===== config.mk =====
export PLATFORM = sky130hd
export DESIGN_NAME = fpu_div_seq
export DESIGN_NICKNAME = d
export VERILOG_FILES = /design/src/rtl/pa_fpu.sv /design/src/rtl/fpu_lzc.sv /design/src/rtl/fpu_div_seq.sv
export SDC_FILE = /design/constraint.sdc
export NUM_CORES = 1
export LEC_CHECK = 0
export CELL_PAD_IN_SITES_DETAIL_PLACEMENT = 1
export CELL_PAD_IN_SITES_GLOBAL_PLACEMENT = 1
export CORE_AREA = 3 3 233 190
export CTS_CLUSTER_SIZE = 8
export DETAILED_ROUTE_END_ITERATION = 12
export DIE_AREA = 0 0 236 193
export PLACE_DENSITY_LB_ADDON = 0.1
export SLEW_MARGIN = 5
export SYNTH_ARGS = -nofsm -noshare
export SYNTH_HDL_FRONTEND = slang
export SYNTH_SLANG_ARGS = --single-unit

===== constraint.sdc =====
create_clock -name clk -period 10.3 [get_ports clk]
set_input_delay 2.06 -clock clk [delete_from_list [all_inputs] [get_ports clk]]
set_output_delay 2.06 -clock clk [all_outputs]
set_load 0.01 [all_outputs]

===== src/rtl/pa_fpu.sv =====
// pa_fpu: shared FPU types and constants (divider FSM states, IEEE specials, unpacked operand).
package pa_fpu;

    localparam int FP_EXP_W = 8;
    localparam int FP_MAN_W = 23;
    localparam int FP_LZ_W  = $clog2(FP_MAN_W + 1);

    localparam logic [31:0] QNAN    = 32'h7fc00000;
    localparam logic [31:0] POS_INF = 32'h7f800000;

    typedef enum logic [2:0] {IDLE, UNPACK, DIVIDE, ROUND, DONE} e_div_state;

    typedef struct packed {
        logic                       sign;
        logic signed [FP_EXP_W+1:0] exp;
        logic [FP_MAN_W:0]          mant;
        logic                       is_zero;
        logic                       is_inf;
        logic                       is_nan;
    } st_fp_unpacked;

    // Subnormals come out normalised: mantissa shifted so the leading one sits at the hidden-bit position.
    function automatic st_fp_unpacked fp_unpack(input logic [FP_EXP_W+FP_MAN_W:0] p,
                                                input logic [FP_LZ_W-1:0] lz);
        st_fp_unpacked u;
        logic [FP_EXP_W-1:0] ef;
        logic [FP_MAN_W-1:0] mf;
        ef        = p[FP_MAN_W +: FP_EXP_W];
        mf        = p[FP_MAN_W-1:0];
        u.sign    = p[FP_EXP_W+FP_MAN_W];
        u.is_nan  = (&ef) & (|mf);
        u.is_inf  = (&ef) & ~(|mf);
        u.is_zero = ~(|ef) & ~(|mf);
        u.exp     = (|ef) ? signed'({2'b00, ef}) : -signed'({{(FP_EXP_W+2-FP_LZ_W){1'b0}}, lz});
        u.mant    = (|ef) ? {1'b1, mf} : ({mf, 1'b0} << lz);
        return u;
    endfunction

endpackage


===== src/rtl/fpu_lzc.sv =====
// fpu_lzc: combinational leading-zero counter; an all-zero input reports W.
module fpu_lzc #(
    parameter int W  = 23,
    parameter int CW = $clog2(W + 1)
) (
    input  logic [W-1:0]  value,
    output logic [CW-1:0] count
);

    always_comb begin
        count = CW'(W);
        for (int i = 0; i < W; i++)
            if (value[i]) count = CW'(W - 1 - i);
    end

endmodule


===== src/rtl/fpu_div_seq.sv =====
// fpu_div_seq: sequential IEEE-754 single-precision divider, restoring radix-2, round-to-nearest-even.
// Fixed latency: specials finish two cycles after start, finite operands after MAN_W+6 cycles.
module fpu_div_seq
    import pa_fpu::*;
#(
    parameter int EXP_W = FP_EXP_W,
    parameter int MAN_W = FP_MAN_W
) (
    input  logic                   clk,
    input  logic                   arst_n,
    input  logic                   start,
    input  logic [EXP_W+MAN_W:0]   a_operand,
    input  logic [EXP_W+MAN_W:0]   b_operand,
    output logic                   busy,
    output logic                   done,
    output logic [EXP_W+MAN_W:0]   ieee_packet_out,
    output logic                   div_by_zero,
    output logic                   invalid
);

    localparam int PW    = EXP_W + MAN_W + 1;
    localparam int BIAS  = 2**(EXP_W-1) - 1;
    localparam int ITER  = MAN_W + 4;
    localparam int EW    = EXP_W + 2;
    localparam int MW    = MAN_W + 1;
    localparam int FW    = MAN_W + 3;
    localparam int CNT_W = $clog2(ITER);
    localparam int LZ_W  = $clog2(MAN_W + 1);
    localparam logic signed [EW-1:0] E_ONE  = EW'(1);
    localparam logic signed [EW-1:0] E_BIAS = EW'(BIAS);
    localparam logic signed [EW-1:0] E_MAX  = EW'(2**EXP_W - 1);

    e_div_state              state;
    logic [PW-1:0]           a_q, b_q;
    logic                    sign_q;
    logic signed [EW-1:0]    e_q;
    logic [MW-1:0]           mb_q;
    logic [MW:0]             rem_q;
    logic [ITER-1:0]         q_q;
    logic [CNT_W-1:0]        cnt;

    logic [LZ_W-1:0]         lz_a, lz_b;
    st_fp_unpacked           ua, ub;

    fpu_lzc #(.W(MAN_W)) u_lzc_a (.value(a_q[MAN_W-1:0]), .count(lz_a));
    fpu_lzc #(.W(MAN_W)) u_lzc_b (.value(b_q[MAN_W-1:0]), .count(lz_b));

    assign ua = fp_unpack(a_q, lz_a);
    assign ub = fp_unpack(b_q, lz_b);

    logic              sgn, special, nan_case, sp_dbz, q0, qb;
    logic [PW-1:0]     sp_res;
    logic [MW:0]       rem0, rem_nx;
    logic [MW-1:0]     diff_m;
    logic signed [EW-1:0] e0;

    assign sgn      = ua.sign ^ ub.sign;
    assign special  = ua.is_nan | ub.is_nan | ua.is_inf | ub.is_inf | ua.is_zero | ub.is_zero;
    assign nan_case = ua.is_nan | ub.is_nan | (ua.is_zero & ub.is_zero) | (ua.is_inf & ub.is_inf);
    assign sp_dbz   = ~nan_case & ub.is_zero & ~ua.is_inf;
    assign sp_res   = nan_case ? QNAN :
                      (ua.is_inf | ub.is_zero) ? {sgn, POS_INF[PW-2:0]} : {sgn, (PW-1)'(0)};
    assign e0       = ua.exp - ub.exp + E_BIAS;

    // The integer quotient bit is resolved during UNPACK, leaving ITER-1 steps for DIVIDE.
    assign q0     = ua.mant >= ub.mant;
    assign rem0   = {(q0 ? ua.mant - ub.mant : ua.mant), 1'b0};
    assign qb     = rem_q >= {1'b0, mb_q};
    assign diff_m = rem_q[MW-1:0] - mb_q;
    assign rem_nx = {(qb ? diff_m : rem_q[MW-1:0]), 1'b0};

    logic                 hi, sub, ovf, s0, lost, inc;
    logic [FW-1:0]        f, f_sh;
    logic signed [EW-1:0] e_n;
    logic [EW-1:0]        sh_raw, sh;
    logic [EXP_W-1:0]     e_base;
    logic [PW-2:0]        body;
    logic [PW-1:0]        rnd_res;

    assign hi      = q_q[ITER-1];
    assign f       = hi ? q_q[ITER-1:1] : q_q[ITER-2:0];
    assign s0      = (hi & q_q[0]) | (|rem_q);
    assign e_n     = hi ? e_q : e_q - E_ONE;
    assign ovf     = e_n >= E_MAX;
    assign sub     = e_n < E_ONE;
    assign sh_raw  = E_ONE - e_n;
    assign sh      = !sub ? '0 : (sh_raw > EW'(FW)) ? EW'(FW) : sh_raw;
    assign f_sh    = f >> sh;
    assign lost    = (f_sh << sh) != f;
    assign inc     = f_sh[1] & (f_sh[0] | lost | s0 | f_sh[2]);
    // Hidden bit adds back into the exponent LSB, so a rounding carry naturally bumps the exponent.
    assign e_base  = sub ? '0 : e_n[EXP_W-1:0] - EXP_W'(1);
    assign body    = {e_base, {MAN_W{1'b0}}} + (PW-1)'(f_sh[FW-1:2]) + (PW-1)'(inc);
    assign rnd_res = ovf ? {sign_q, POS_INF[PW-2:0]} : {sign_q, body};

    always_ff @(posedge clk or negedge arst_n) begin
        if (!arst_n) begin
            state           <= IDLE;
            a_q             <= '0;
            b_q             <= '0;
            sign_q          <= 1'b0;
            e_q             <= '0;
            mb_q            <= '0;
            rem_q           <= '0;
            q_q             <= '0;
            cnt             <= '0;
            busy            <= 1'b0;
            done            <= 1'b0;
            ieee_packet_out <= '0;
            div_by_zero     <= 1'b0;
            invalid         <= 1'b0;
        end else begin
            case (state)
                IDLE: begin
                    done <= 1'b0;
                    if (start) begin
                        a_q   <= a_operand;
                        b_q   <= b_operand;
                        busy  <= 1'b1;
                        state <= UNPACK;
                    end
                end
                UNPACK: begin
                    sign_q <= sgn;
                    if (special) begin
                        ieee_packet_out <= sp_res;
                        invalid         <= nan_case;
                        div_by_zero     <= sp_dbz;
                        done            <= 1'b1;
                        state           <= DONE;
                    end else begin
                        e_q   <= e0;
                        mb_q  <= ub.mant;
                        rem_q <= rem0;
                        q_q   <= {{(ITER-1){1'b0}}, q0};
                        cnt   <= CNT_W'(ITER - 2);
                        state <= DIVIDE;
                    end
                end
                DIVIDE: begin
                    q_q   <= {q_q[ITER-2:0], qb};
                    rem_q <= rem_nx;
                    cnt   <= cnt - 1'b1;
                    if (cnt == '0) state <= ROUND;
                end
                ROUND: begin
                    ieee_packet_out <= rnd_res;
                    invalid         <= 1'b0;
                    div_by_zero     <= 1'b0;
                    done            <= 1'b1;
                    state           <= DONE;
                end
                DONE: begin
                    done  <= 1'b0;
                    busy  <= 1'b0;
                    state <= IDLE;
                end
                default: state <= IDLE;
            endcase
        end
    end

endmodule


==> results of run 1 <==
state kept, by name, indices dropped and copies added (netlist names), 3 cells and up:
signal	flops
state	3
ieee_packet_out	32
q_q	27
a_q	32
cnt	5
rem_q	24
e_q	10
mb_q	24
b_q	32
per-layer routing:
metal	GRT usage, %	vias up	routed length [um]
met5	0	-	27
met4	8.396	4	1834
met3	14.21	155	10630
met2	55.05	1033	35620
met1	52.57	10257	38540
li1	-	9018	-
per-stage QoR:
stage / area, sq um / setup slack, ns
after floorplan: 18860 / 3.478
after global placement: 20420 / 2.367
after detailed placement: 20420 / 2.073
after CTS: 21030 / 1.998
after global routing: 21030 / 1.077
final: 21030 / 1.591
cell type report:
cell class              count  area (sq um)  area share (%)
well taps                 552         690.7           3.284
inverters                  83         311.5           1.481
multi-input cells        1996         13190           62.72
clock buffers              18         439.2           2.088
repair buffers            148          1370           6.514
clock inverters            14         172.7          0.8209
flip-flops and latches    194          4856           23.09
how the worst max path moves through the flow:
stage | end | slack [ns] | depth (start not counted)
floorplan | ieee_packet_out[0] | 3.48 | 24
global placement | ieee_packet_out[29] | 2.37 | 20
detailed placement | ieee_packet_out[29] | 2.07 | 20
CTS | ieee_packet_out[29] | 2.00 | 23
global route | ieee_packet_out[29] | 1.08 | 23
finish | ieee_packet_out[29] | 1.59 | 20
Yosys cell counts (19+ instances only):
library cell	instances	share of area, %
nand2_1	306	6.1
nor2_1	201	4.0
o21ai_0	200	5.3
dfrtp_1	194	26
a21oi_1	174	4.6
clkbuf_1	123	2.4
mux2i_1	121	6.4
inv_1	81	1.6
ha_1	79	5.2
nor3_1	77	2.0
mux2_2	68	4.1
a211oi_1	56	2.2
xnor2_1	54	2.5
nand3_1	51	1.4
o22ai_1	36	1.2
a21o_1	32	1.3
o211ai_1	32	1.3
o31ai_1	29	1.2
nor4_1	28	0.93
xor2_1	27	1.3
a22o_1	25	1.2
nor2b_1	24	0.80
nand4_1	23	0.76
a31oi_1	21	0.70
a22oi_1	19	0.76
and3_1	19	0.63
kinds of logic after synthesis:
family | synth area share, %
compound gates | 28.40
xor+xnor | 3.848
fa+ha+maj | 5.560
buf+inv | 4.896
flops | 25.74
mux | 10.69
simple gates | 20.87
critical path: cells and delay by family (launching register included):
kind / cells / cell delay (ns)
adder cells (fa/ha/maj): 1 / 0.50
AO/OA/AOI/OAI: 5 / 2.99
multiplexers: 1 / 0.60
flip-flops: 1 / 0.48
AND/OR/NAND/NOR: 9 / 2.41
XOR/XNOR: 1 / 0.21
buffers and inverters: 3 / 1.32
==> results.cfg, run 1 <==
[synthesis]
ys_seq_area_share_pct = 25.74
syn_nets = 2572
ys_warn_count = 0
synthCells = 2423
synth_area_sq_mm = 0.01886
synth.avg_cell_area_sq_um = 7.783
synth_cell_types = 102
async_flop_share_pct = 100.0
synth-edff-count = 0
ys_ff_latch = 194
synth_flop_cell = dfrtp_1

[route]
drcViolationCount = 0
vias_per_cell = 6.811
first_pass_iters = 5
wl_per_cell_um = 28.84
via_count = 20467
ant_nets = 0
drt-total-wl_um = 86660
drt-initial-drc-count = 2123

[placement]
dpl.hpwl_um = 65570
place_congestion = 1.039
port_buffers = 102
placedCellCount = 2973

[worst_hold_path]
hold_path_depth = 2
hold_class = reg2reg
holdPathEnd = mb_q[23]
min_from = mb_q[23]

[clock_tree]
cts_repair_resize_count = 0
clk_pin_slew_worst_paths_ns = 0.08
clockBufferDepth = 2
hold_buffers = 0
post_cts_buffers = 0
cts_root_buf = clkbuf_16
htree_levels = 4
clk_latency_ns = 0.48
cts_tree = built
clkSinkCount = 194
cts_buffers = 17

[final_layout]
drive_gt1_share_pct = 9.376
num_antenna_cells = 0
fin_cells = 3005
final_util_pct = 50.28
final_common_cell = nand2_1
layout.cells.most_common_list = nand2_1 (305), nor2_1 (201), o21ai_0 (200)
fillCellCount = 5122
area_growth_pct = 11.52
fin_nets = 2589

[floorplan]
die_area_sq_mm = 0.04555
fp.coreArea_sq_mm = 0.04183
die_h_um = 193
dieWidth_um = 236
io_pins = 103
initial_utilization_pct = 45.08
placementRows = 67

[worst_setup_path]
endpoint_kind = flip-flop
reg2reg_slack_ns = 1.59
crit_chain = buf_4 > inv_1 > mux2i_2 > clkinv_1 > ha_1 > nand2_1 > nand4_1 > nor2_1 > nand3_2 > a21oi_4 > nand2_1 > o21ai_0 > nor4_2 > a311oi_2 > or3_1 > nor3_2 > a31oi_1 > nor2_1 > xor2_1 > a21oi_1
start_kind = flip-flop
rr_endpoint = ieee_packet_out[29]
crit_start = q_q[26]
worst_r2r_path_depth = 20
path_class = reg2reg
cp.required_ns = 10.61
worstPathArrival_ns = 9.02
crit_slowest_cell = a31oi_1
reg2reg_from = q_q[26]
cp_max_fo = 39
slowest_delay_ns = 1.03

[sta]
whs_ns = 0.4562
slew_viol_final = 0
period_share_pct = 84.56
finClkSkew_ns = 0.01245
relSlewSlack_pct = 7.332
setup_tns_ns = 0
worstMarginPinSlew_ns = 1.384
setup_viol = 0
hold_viol = 0
max_freq_mhz = 114.8
fin_crit_ns = 8.709
rsz0062_at_grt = false

[grt]
grt_max_degree = 78
antenna_found_initial = 2
overflow = 0
grt_pass1_vias = 20565
grt_usage_pct = 37.59
grt_pass1_wl_um = 131500

[status]
status = completed

[job]
maxCapViolations = 0
Power of run 1 is left out: the tool's default activity adds up to more than one toggle a clock period on the data nets, which glitch-free logic cannot reach.
==> run 2: changes to the inputs <==
Settings changed: CORE_AREA 3 3 233 190 to 3 3 241 196, DIE_AREA 0 0 236 193 to 0 0 244 199.
Clock period 10.3 ns to 7 ns, I/O delays scaled along.
==> run 2 against run 1 <==
Effect of this change: critical path depth rose by 1; fmax rose by 30%; routed wire length rose by 2.6%; via count increased by 2.4%; clock skew is 0.0016 ns lower; flip-flop and latch count is the same; utilization fell by 2.0 points; final area rose by 3.8%; largest cell class unchanged.
==> results.cfg, run 2 (same netlist as run 1, synthesis figures left out) <==
[status]
status = completed

[final_layout]
reg_top3 = a_q: 32 flops, b_q: 32 flops, ieee_packet_out: 32 flops
drive_gt1_share_pct = 13.08
final_common_cell = nand2_1
area_growth_pct = 15.80
layout.cells.most_common_list = nand2_1 (304), nor2_1 (201), o21ai_0 (199)
fin_cells = 3159
fin_nets = 2682

[floorplan]
dieWidth_um = 244
fp.coreArea_sq_mm = 0.04519
die_h_um = 199
io_pins = 103
initial_utilization_pct = 41.73
die_area_sq_mm = 0.04856
placementRows = 70

[worst_setup_path]
path_buf_inv = 4
worstPathArrival_ns = 7.02
crit_slowest_cell = xnor2_1
start_kind = flip-flop
crit_cells = 21
crit_chain = inv_1 > ha_1 > nor4b_2 > xnor2_1 > nand3_1 > mux2_4 > a2111oi_4 > buf_4 > buf_4 > o21ai_2 > a211oi_2 > buf_4 > nor3_1 > a31oi_2 > nand3_2 > a221oi_2 > nor2_1 > a211o_1 > a211o_1 > a2111oi_0 > a41oi_1
endpoint_kind = flip-flop
path_class = reg2reg
critPathTopFamily = compound AO/OA/AOI/OAI gates
crit_top_cell = buf_4
worst_r2r_path_depth = 21
cp.required_ns = 7.33
slowest_delay_ns = 0.54
reg2reg_slack_ns = 0.32
cp_max_fo = 10

[grt]
overflow = 0
antenna_found_initial = 0
grt_pass1_wl_um = 134300
grt_pass1_vias = 20554
grt_usage_pct = 36.29
grt_max_degree = 81

[clock_tree]
cts_tree = built
clkSinkCount = 194
clockBufferDepth = 2
cts_root_buf = clkbuf_16
clk_pin_slew_worst_paths_ns = 0.08
cts_buffers = 17
hold_buffers = 0
clk_latency_ns = 0.47
htree_levels = 4

[sta]
period_share_pct = 95.48
fin_crit_ns = 6.684
whs_ns = 0.4574
hold_viol = 0
relSlewSlack_pct = 15.16
max_freq_mhz = 149.6
slew_viol_final = 0
setup_tns_ns = 0
rsz0062_at_grt = false
setup_slack_ns = 0.3162
setup_viol = 0
worstMarginPinSlew_ns = 1.237
finClkSkew_ns = 0.01089

[placement]
port_buffers = 102
dpl.hpwl_um = 69390
placedCellCount = 3124
place_congestion = 1.069
pre_cts_ws_ns = 0.2326

[worst_hold_path]
hold_class = reg2reg
hold_path_depth = 2

[route]
vias_per_cell = 6.638
via_count = 20968
drt-initial-drc-count = 2242
ant_nets = 0
drt-total-wl_um = 88920
wl_per_cell_um = 28.15
first_pass_iters = 6
drcViolationCount = 0

[job]
maxCapViolations = 0
run 2: worst reg2reg max path, stage by stage (launching register included):
cell       delay (ns)
dfrtp_1          0.51
inv_1            0.16
ha_1             0.32
nor4b_2          0.22
xnor2_1          0.54
nand3_1          0.28
mux2_4           0.40
a2111oi_4        0.43
buf_4            0.25
buf_4            0.22
o21ai_2          0.10
a211oi_2         0.42
buf_4            0.23
nor3_1           0.06
a31oi_2          0.34
nand3_2          0.29
a221oi_2         0.42
nor2_1           0.13
a211o_1          0.29
a211o_1          0.34
a2111oi_0        0.43
a41oi_1          0.18
run 2: final timing paths:
check / from / endpoint
worst max-delay path: e_q[1] / ieee_packet_out[0]
worst min-delay path: mb_q[23] / mb_q[23]
worst max register to register: e_q[1] / ieee_packet_out[0]
worst min register to register: mb_q[23] / mb_q[23]
max in group asynchronous: arst_n / q_q[26]
min in group asynchronous: arst_n / b_q[14]
run 2: layer usage:
metal	GRT usage, %	vias up	wire length (um)
met3	11.85	103	9715
met2	50.04	955	35060
met4	6.223	0	1368
li1	-	9210	-
met5	0	-	0
met1	55.02	10700	42780
run 2: metrics by stage:
| stage | util, % | cell area (sq um) |
|---|---|---|
| after floorplan | - | 18860 |
| after global placement | 46.83 | 21170 |
| after detailed placement | 46.83 | 21170 |
| after CTS | 48.08 | 21730 |
| after global routing | 48.32 | 21840 |
| final | 48.33 | 21840 |
run 2: area by class of cell:
class,instances,area (sq um)
Multi-Input combinational cell,1996,13250
Clock inverter,10,111.4
Timing Repair Buffer,241,2088
Clock buffer,22,454.2
Tap cell,612,765.7
Sequential cell,194,4857
Inverter,83,311.5
Fill cell,5551,23350
Antenna cell,1,2.502
run 2: what timing repair did:
action / CTS / global route
hold endpoints to repair: 0 / 0
setup endpoints to repair: 0 / 34
setup buffers: 0 / 2
resized for setup: 0 / 23
Power of run 2 is left out for the same reason.
